==> config.mk <==
export PLATFORM = sky130hd
export DESIGN_NAME = mips_mc_control
export DESIGN_NICKNAME = d
export VERILOG_FILES = /design/src/rtl/mips_mc_control_pkg.sv /design/src/rtl/mips_mc_control.sv
export SDC_FILE = /design/constraint.sdc
export NUM_CORES = 1
export LEC_CHECK = 0
export BUFFER_PORTS_ARGS = -buffer_cell sky130_fd_sc_hd__buf_2
export CAP_MARGIN = 20
export CORE_UTILIZATION = 30
export DETAILED_ROUTE_END_ITERATION = 12
export HOLD_SLACK_MARGIN = 0.15
export PLACE_DENSITY_LB_ADDON = 0.08
export SLEW_MARGIN = 20
export SYNTH_ARGS = -nofsm -noshare
export SYNTH_HDL_FRONTEND = slang
export SYNTH_SLANG_ARGS = --single-unit
==> constraint.sdc <==
create_clock -name clk -period 1.3 [get_ports clk]
set_input_delay 0.13 -clock clk [delete_from_list [all_inputs] [get_ports clk]]
set_output_delay 0.13 -clock clk [all_outputs]
set_load 0.05 [all_outputs]
==> src/rtl/mips_mc_control_pkg.sv <==
// Shared definitions for the multicycle MIPS control FSM: state encoding,
// opcodes and the ALU operation / operand-select codes.
package MipsCtrl_pkg;

    typedef enum logic [3:0] {
        S_FETCH   = 4'd0,
        S_DECODE  = 4'd1,
        S_MEMADR  = 4'd2,
        S_MEMRD   = 4'd3,
        S_MEMWB   = 4'd4,
        S_MEMWR   = 4'd5,
        S_RTYPEEX = 4'd6,
        S_RTYPEWB = 4'd7,
        S_BEQEX   = 4'd8,
        S_ADDIEX  = 4'd9,
        S_ADDIWB  = 4'd10,
        S_JEX     = 4'd11,
        S_ILLEGAL = 4'd12
    } state_t;

    localparam logic [5:0] OP_LW    = 6'b100011;
    localparam logic [5:0] OP_SW    = 6'b101011;
    localparam logic [5:0] OP_RTYPE = 6'b000000;
    localparam logic [5:0] OP_BEQ   = 6'b000100;
    localparam logic [5:0] OP_ADDI  = 6'b001000;
    localparam logic [5:0] OP_J     = 6'b000010;

    localparam logic [1:0] ALUOP_ADD   = 2'd0;
    localparam logic [1:0] ALUOP_SUB   = 2'd1;
    localparam logic [1:0] ALUOP_FUNCT = 2'd2;

    localparam logic [1:0] SRCB_REG   = 2'd0;
    localparam logic [1:0] SRCB_FOUR  = 2'd1;
    localparam logic [1:0] SRCB_IMM   = 2'd2;
    localparam logic [1:0] SRCB_SHIMM = 2'd3;

    localparam logic [1:0] PCSRC_ALU    = 2'd0;
    localparam logic [1:0] PCSRC_ALUOUT = 2'd1;
    localparam logic [1:0] PCSRC_JUMP   = 2'd2;

endpackage

==> src/rtl/mips_mc_control.sv <==
// Moore control FSM for the multicycle MIPS datapath. Outputs decode only the
// registered state (plus mem_ready gating of the FETCH instruction write).
module mips_mc_control
    import MipsCtrl_pkg::*;
(
    input  logic       clk,
    input  logic       rst_n,
    input  logic [5:0] opcode,
    input  logic       mem_ready,
    output logic       pcwrite,
    output logic       pcwritecond,
    output logic       iord,
    output logic       memread,
    output logic       memwrite,
    output logic       irwrite,
    output logic       memtoreg,
    output logic       regdst,
    output logic       regwrite,
    output logic       alusrca,
    output logic [1:0] alusrcb,
    output logic [1:0] pcsrc,
    output logic [1:0] aluop,
    output logic       illegal_op,
    output logic [3:0] state_o
);

    state_t state_q, state_d;

    always_ff @(posedge clk or negedge rst_n) begin
        if (!rst_n) state_q <= S_FETCH;
        else        state_q <= state_d;
    end

    // Unreachable encodings fall through to the default and recover to FETCH.
    always_comb begin
        state_d = S_FETCH;
        case (state_q)
            S_FETCH:   state_d = mem_ready ? S_DECODE : S_FETCH;
            S_DECODE: begin
                case (opcode)
                    OP_LW, OP_SW: state_d = S_MEMADR;
                    OP_RTYPE:     state_d = S_RTYPEEX;
                    OP_BEQ:       state_d = S_BEQEX;
                    OP_ADDI:      state_d = S_ADDIEX;
                    OP_J:         state_d = S_JEX;
                    default:      state_d = S_ILLEGAL;
                endcase
            end
            S_MEMADR:  state_d = (opcode == OP_LW) ? S_MEMRD : S_MEMWR;
            S_MEMRD:   state_d = mem_ready ? S_MEMWB : S_MEMRD;
            S_MEMWR:   state_d = mem_ready ? S_FETCH : S_MEMWR;
            S_RTYPEEX: state_d = S_RTYPEWB;
            S_ADDIEX:  state_d = S_ADDIWB;
            default:   state_d = S_FETCH;
        endcase
    end

    always_comb begin
        pcwrite     = 1'b0;
        pcwritecond = 1'b0;
        iord        = 1'b0;
        memread     = 1'b0;
        memwrite    = 1'b0;
        irwrite     = 1'b0;
        memtoreg    = 1'b0;
        regdst      = 1'b0;
        regwrite    = 1'b0;
        alusrca     = 1'b0;
        alusrcb     = SRCB_REG;
        pcsrc       = PCSRC_ALU;
        aluop       = ALUOP_ADD;
        illegal_op  = 1'b0;
        case (state_q)
            S_FETCH: begin
                memread = 1'b1;
                alusrcb = SRCB_FOUR;
                irwrite = mem_ready;
                pcwrite = mem_ready;
            end
            S_DECODE:  alusrcb = SRCB_SHIMM;
            S_MEMADR: begin
                alusrca = 1'b1;
                alusrcb = SRCB_IMM;
            end
            S_MEMRD: begin
                memread = 1'b1;
                iord    = 1'b1;
            end
            S_MEMWB: begin
                regwrite = 1'b1;
                memtoreg = 1'b1;
            end
            S_MEMWR: begin
                memwrite = 1'b1;
                iord     = 1'b1;
            end
            S_RTYPEEX: begin
                alusrca = 1'b1;
                aluop   = ALUOP_FUNCT;
            end
            S_RTYPEWB: begin
                regwrite = 1'b1;
                regdst   = 1'b1;
            end
            S_BEQEX: begin
                alusrca     = 1'b1;
                aluop       = ALUOP_SUB;
                pcwritecond = 1'b1;
                pcsrc       = PCSRC_ALUOUT;
            end
            S_ADDIEX: begin
                alusrca = 1'b1;
                alusrcb = SRCB_IMM;
            end
            S_ADDIWB:  regwrite = 1'b1;
            S_JEX: begin
                pcwrite = 1'b1;
                pcsrc   = PCSRC_JUMP;
            end
            S_ILLEGAL: illegal_op = 1'b1;
            default: ;
        endcase
    end

    assign state_o = state_q;

endmodule
-- After elaboration in Yosys (flattened, before gate mapping)
Index checks and enable logic that the tools add are counted.
- multiplexer cells: 20
- eq/ne operators: 17
- reduce and logical (&&, ||, !) cells: 8
- operators with widths (operator ; number):
    4-bit one-hot mux with 7 select lines ; 1
    4-bit equality test (second input constant) ; 5
    4-bit one-hot mux with 5 select lines ; 1
    4-bit by 3-bit equality test with 1-bit output (second input constant) ; 4
    6-bit equality test (second input constant) ; 2
    1-bit two-way mux ; 11
    3-bit two-way mux ; 3
    4-bit by 2-bit equality test with 1-bit output (second input constant) ; 2
    2-bit one-hot mux with 2 select lines ; 2
    2-bit OR reduction ; 4
    6-bit by 2-bit equality test with 1-bit output (second input constant) ; 1
    6-bit by 3-bit equality test with 1-bit output (second input constant) ; 1
    6-bit by 4-bit equality test with 1-bit output (second input constant) ; 1
    6-bit zero test ; 1
    2-bit one-hot mux with 3 select lines ; 1
    4-bit by 1-bit equality test with 1-bit output (second input constant) ; 1
    4-bit zero test ; 1
    4-bit OR reduction ; 1
    3-bit OR reduction ; 1
    1-bit one-hot mux with 2 select lines ; 1
- flip-flop bits (word level): 4
- output and inout port bits: 21
- input port bits: 9

-- Depth between registers and ports, before layout
Gate-level depths: netlist of the first run.
- depth after elaboration: 4
- depth in mapped cells: 5
- mapped depth without buffers: 4

-- Worst setup path before layout of the first run
No wires, ideal clock.
- kind: register to output
- from: register state_q[3] (netlist: state_o[3])
- to: output port pcsrc[0]
- path buffers: 2
- path slack: -1367 ps
- arrival: 2537 ps
- cell stages (with the launch flop): 5
- cell sequence: dfrtp_1 > buf_2 > nand2_1 > nor3_1 > buf_4
- word-level cells in the longest chain between the ends: 2
- elaborated cells between the ends (all ways): 3
- those cells by class: eq/ne: 2; mux: 1
- RTL lines (item ; line ; text):
    start, declared ; mips_mc_control.sv:27 ; state_t state_q, state_d;
    start signal, assigned ; mips_mc_control.sv:31 ; else state_q <= state_d;
    4-bit equality test ; mips_mc_control.sv:73 ; case (state_q)
    2-bit one-hot mux with 2 select lines * ; mips_mc_control.sv:73 ;
    end, declared ; mips_mc_control.sv:21 ; output logic [1:0] pcsrc,
Every way passes the cells marked *; elsewhere a longest branch is shown, timed or not.

-- Final worst setup path of the first run
- from: register state_q[0] (netlist: state_o[0])
- to: output port alusrcb[1]
- word-level cells in the longest chain between the ends: 3
- elaborated cells between the ends (all ways): 6
- those cells by class: eq/ne: 3; mux: 1; reduce/logical: 2
- RTL lines (item ; line ; text):
    4-bit equality test or 4-bit by 2-bit equality test with 1-bit output (tied branches) ; mips_mc_control.sv:73 ;
    2-bit OR reduction (no source line) ; n/a ;
    2-bit one-hot mux with 3 select lines * ; mips_mc_control.sv:73 ;
    end, declared ; mips_mc_control.sv:20 ; output logic [1:0] alusrcb,
Marks and branches as above.

==> results.ini, run 1 <==
[placement]
hpwlAfterDp_um = 1300
gp_congestion = 0.814
io_buffer_count = 29

[cts]
ctsLongestPathBuffers = 2
clock_latency_ns = 0.23
htreeDepth = 1
cts_tree = yes
clock_sinks = 4
cts_buffers = 3
clk_pin_slew_ns = 0.04
cts_root_buffer = clkbuf_4

[pwr]
totalPowerFinal_mw = 3.94
powerDensity_nw_per_um2 = 3090
power_frac_clock_pct = 3.9
p_seq_share_pct = 7.6
p_int_mw = 1.79
p_leak_nw = 0.546
power_switching_mw = 2.15
p_sw_share_pct = 54.6
vdd_drop_max_mv = 2.00
pwr-share-comb_pct = 88.5

[timing]
fin_crit_sh_pct = 117
hold_viol = 0
worst_pin_slew_ns = 0.277
layout_setup_ws_ns = -0.221
final.setup.tns_ns = -2.46
maxSlewHeadroom_pct = 81.4
rsz0062_at_grt = yes
slew_viol_final = 0
fin_skew_ns = 0.00332
fmax_mhz = 657
period_needed_ns = 1.52
setup_viol = 18

[run_status]
violations = negative setup slack
status = finished with violations

[setup_path]
crit_required_ns = 1.17
worst_setup_path_end_kind = primary output
worst_ep_arrival_time_ns = 1.39
reg2regPathDepth = 6
critPathKind = flop to primary output
cpMaxStageDelayCell = dfrtp_2
path_delay_family = simple AND/OR/NAND/NOR gates
crit_path_max_fanout = 5
cp-endpoint = alusrcb[1]
critPathBufInv = 1
start_kind = flop
ff2ff_setup_slack_ns = -0.06
cp_cell_sequence = nand2b_4, or2_4, a21oi_4, buf_6
startpoint = state_o[0]
r2r_start = state_o[0]
slowest_delay_ns = 0.43
path_depth = 4
r2r-end = state_o[0]

[layout]
layout_commonest_cell = buf_6
drive_gt1_share_pct = 72.1
syn2layout_area_growth_pct = 158
n_fill_cell = 81
largest_reg_flops = 4
final_cell_mix = buf_6, buf_4, buf_2, nor3_4
n_antenna_cell = 0
final_util_pct = 83.7
final_nets = 140

[drt]
wire_per_inst_um = 15.6
routed_wl_um = 2260
num_vias = 787
drtIter0Drc = 31
drtPass1Iterations = 4
vias_per_cell = 5.43
drtAntennaViolNets = 0
drt_drc_violations_left = 0

[global_routing]
antenna_found_initial = 0
grt.total_usage_pct = 25.8
grt_max_degree = 8
overflow = 0
grt_pass1_vias = 775
grt_pass1_wl_um = 3500

[worst_hold_path]
min_path_type = input pin to async pin

[synthesis]
synth_seq_area_share_pct = 20.3
synth_nets = 82
synth_edf_count = 0
ys.flop_type = dfrtp_1
syn_inst = 73
syn_avg_cell_area_um2 = 6.77
ys_ff_latch = 4
yosys_warnings = 0
synth_cell_type_count = 33
synth_area_um2 = 494
synthArstFlopShare_pct = 100

[floorplan]
io_pins = 30
die-area_um2 = 1810
rows = 14
die_w_um = 42.6
core_um2 = 1520
die_height_um = 42.6
initial_core_util_pct = 32.4

[run]
drv_cap = 0

per-stage QoR:
step                      instances  hold WS (ns)  instance area, um2  setup WS (ns)
after floorplan                  73        -0.166                 676         -0.396
after global placement          131       -0.0651                 935        -0.0287
after CTS                       142         0.226                1210         -0.189
after global routing            145         0.261                1280         -0.245
after detailed placement        131       -0.0655                 935        -0.0649
final                           145         0.234                1280         -0.221
cells by family (layout without fill, tap and decap cells):
| kind of cell | after synthesis | in the layout | synth area share (%) |
|---|---|---|---|
| xor+xnor | 3 | 3 | 5.32 |
| compound gates | 20 | 20 | 25.3 |
| flops | 4 | 4 | 20.3 |
| simple gates | 39 | 39 | 42.0 |
| buf+inv | 7 | 63 | 7.09 |
worst min-delay path by stage:
stage	from	end	slack [ns]	depth (start not counted)
floorplan	rst_n	state_o[0]	-0.17	0
global placement	rst_n	state_o[3]	-0.07	1
detailed placement	rst_n	state_o[3]	-0.07	1
CTS	rst_n	state_o[2]	0.23	2
global route	opcode[4]	state_o[3]	0.26	3
finish	rst_n	state_o[2]	0.23	2
area by class of cell:
cell class	instances	area, um2	share of cell area, %
Clock buffer	3	22.5	1.76
Inverter	2	10.0	0.784
Multi-Input combinational cell	62	563	44.1
Sequential cell	4	105	8.24
Tap cell	16	20.0	1.57
Timing Repair Buffer	58	556	43.5
metal layers:
layer  vias to the layer above  GRT usage, %  part of all wire [%]
met5                         -             0                     0
met4                         0          10.0                   1.0
met2                        40          47.1                    57
li1                        375             -                     -
met3                         2          3.02                   4.7
met1                       370          30.3                    37
power groups by stage:
stage / logic (mW) / registers, mW / clock network [mW]
finish: 3.49 / 0.299 / 0.152
global route: 3.62 / 0.312 / 0.159
CTS: 3.23 / 0.294 / 0.155
detailed placement: 2.58 / 0.276 / 0
global placement: 2.57 / 0.268 / 0
floorplan: 1.78 / 0.446 / 0
synthesized netlist by cell type, types with 2 or more instances:
master,count,area share (%)
a21oi_1,2,2.0
buf_2,4,4.1
dfrtp_1,4,20
inv_1,2,1.5
nand2_1,5,3.8
nand2b_1,4,5.1
nand3_1,2,2.0
nor2_1,9,6.8
nor2b_1,2,2.5
nor3_1,8,8.1
o21ai_0,5,5.1
o21ai_1,3,3.0
o22ai_1,2,2.5
xor2_1,2,3.5
repair_timing:
| action | CTS | global route |
|---|---|---|
| pin swaps | 8 | 9 |
| endpoints found under the setup margin | 17 | 19 |
| resized for setup | 56 | 13 |
| setup buffers | 7 | 4 |
| hold endpoints to repair | 4 | 0 |
| hold buffers | 1 | 0 |
| cloned | 0 | 0 |
Note: power is estimated with default switching activity, not from simulation.
==> inputs of run 2 (changes only) <==
--- a/config.mk
+++ b/config.mk
@@ -10,7 +10,7 @@
 export CORE_UTILIZATION = 30
 export DETAILED_ROUTE_END_ITERATION = 12
 export HOLD_SLACK_MARGIN = 0.15
-export PLACE_DENSITY_LB_ADDON = 0.08
+export PLACE_DENSITY = 0.66
 export SLEW_MARGIN = 20
 export SYNTH_ARGS = -nofsm -noshare
 export SYNTH_HDL_FRONTEND = slang
==> run 2 against run 1 <==
Against the previous run:
- the run still ends with negative setup slack left
- die area unchanged
- hold slack got worse by 0.0044 ns
- wire length decreased by 9.6%
- cell area decreased by 2.5%
- worst setup slack improved by 0.018 ns
- clock skew increased by 0.0026 ns
- global-route usage decreased by 0.55 points
- critical endpoint is now iord
- utilization decreased by 2.1 points
- sequential share of layout area increased by 0.22 points
- highest routed layer unchanged
- fmax increased by 1.2%
- critical path depth unchanged
==> results.ini, run 2 (same netlist as run 1, synthesis figures left out) <==
[placement]
gp_congestion = 0.815
hpwlAfterDp_um = 1340
dp_slack_ns = -0.0321
io_buffer_count = 29

[timing]
setup_viol = 18
layout_setup_ws_ns = -0.203
fin_skew_ns = 0.00589
worst_pin_slew_ns = 0.253
fmax_mhz = 665
rsz0062_at_grt = yes
maxSlewHeadroom_pct = 83.2
fin_crit_sh_pct = 116
slew_viol_final = 0
period_needed_ns = 1.50
hold_viol = 0
final.setup.tns_ns = -2.46

[drt]
drtPass1Iterations = 4
vias_per_cell = 5.43
drtIter0Drc = 8
wire_per_inst_um = 14.4
drtAntennaViolNets = 0
routed_wl_um = 2040
num_vias = 771
drt_drc_violations_left = 0

[global_routing]
grt_max_degree = 9
grt_pass1_wl_um = 3480
antenna_found_initial = 0
overflow = 0
grt.total_usage_pct = 25.3
grt_pass1_vias = 778

[layout]
drive_gt1_share_pct = 73.8
final_cell_mix = buf_6, buf_4, buf_2, nor3_4, nor2_4
syn2layout_area_growth_pct = 152
final_util_pct = 81.6
largest_reg_flops = 4
final_nets = 137
layout_commonest_cell = buf_6
n_antenna_cell = 0

[floorplan]
die_height_um = 42.6
die-area_um2 = 1810
die_w_um = 42.6
rows = 14
core_um2 = 1520
io_pins = 30
initial_core_util_pct = 32.4

[cts]
htreeDepth = 1
cts_root_buffer = clkbuf_4
ctsLongestPathBuffers = 2
clock_latency_ns = 0.23
cts_tree = yes
clock_sinks = 4
clk_pin_slew_ns = 0.04
cts_buffers = 3

[run_status]
status = finished with violations
violations = negative setup slack

[setup_path]
start_kind = flop
crit_path_max_fanout = 6
worst_setup_path_end_kind = primary output
worst_ep_arrival_time_ns = 1.37
critPathKind = flop to primary output
crit_required_ns = 1.17

[run]
drv_cap = 0

[worst_hold_path]
min_path_type = input pin to async pin

==> run 2: routing by layer <==
metal,vias up,global-route usage (%),wire length (um)
li1,370,-,-
met2,35,50.2,1210
met3,5,5.60,83
met5,-,0,0
met1,361,26.8,729
met4,0,4.38,19
==> run 2: path summary, 6_finish.rpt <==
check	slack (ns)	to	startpoint	depth (start not counted)
max	-0.20	iord	state_o[1]	4
min	0.23	state_o[0]	rst_n	2
max reg2reg	-0.14	state_o[0]	state_o[1]	6
min reg2reg	0.71	state_o[0]	state_o[3]	2
max in group asynchronous	0.93	state_o[3]	rst_n	2
min in group clk	0.23	state_o[3]	opcode[4]	3
==> run 2: final cells by class <==
type,instances,area (um2)
tap,16,20.0
multi-input combinational,62,582
fill,82,280
timing repair buffer,55,504
clock buffer,3,22.5
sequential,4,105
inverter,2,10.0
==> run 2: metrics by stage <==
stage	instance area (um2)	cells	hold WS [ns]
global route	1240	142	0.250
detailed placement	927	130	-0.0632
finish	1240	142	0.230
CTS	1200	140	0.229
global placement	927	130	-0.0651
floorplan	676	73	-0.166
==> run 2: repair_timing <==
action | in CTS | in global routing
endpoints found under the setup margin | 17 | 19
buffers inserted | 6 | 3
pin swaps | 5 | 6
hold endpoints to repair | 4 | 0
resized for setup | 53 | 9
hold buffers | 1 | 0
==> run 2: worst max-delay path: stages (launching register included) <==
cell and delay (ns):
dfrtp_2 0.48, buf_12 0.16, xnor2_4 0.12, nor3b_4 0.19
buf_6 0.18
Power of run 2 is left out: the tool's default activity adds up to more than one toggle a clock period on the data nets, which glitch-free logic cannot reach.
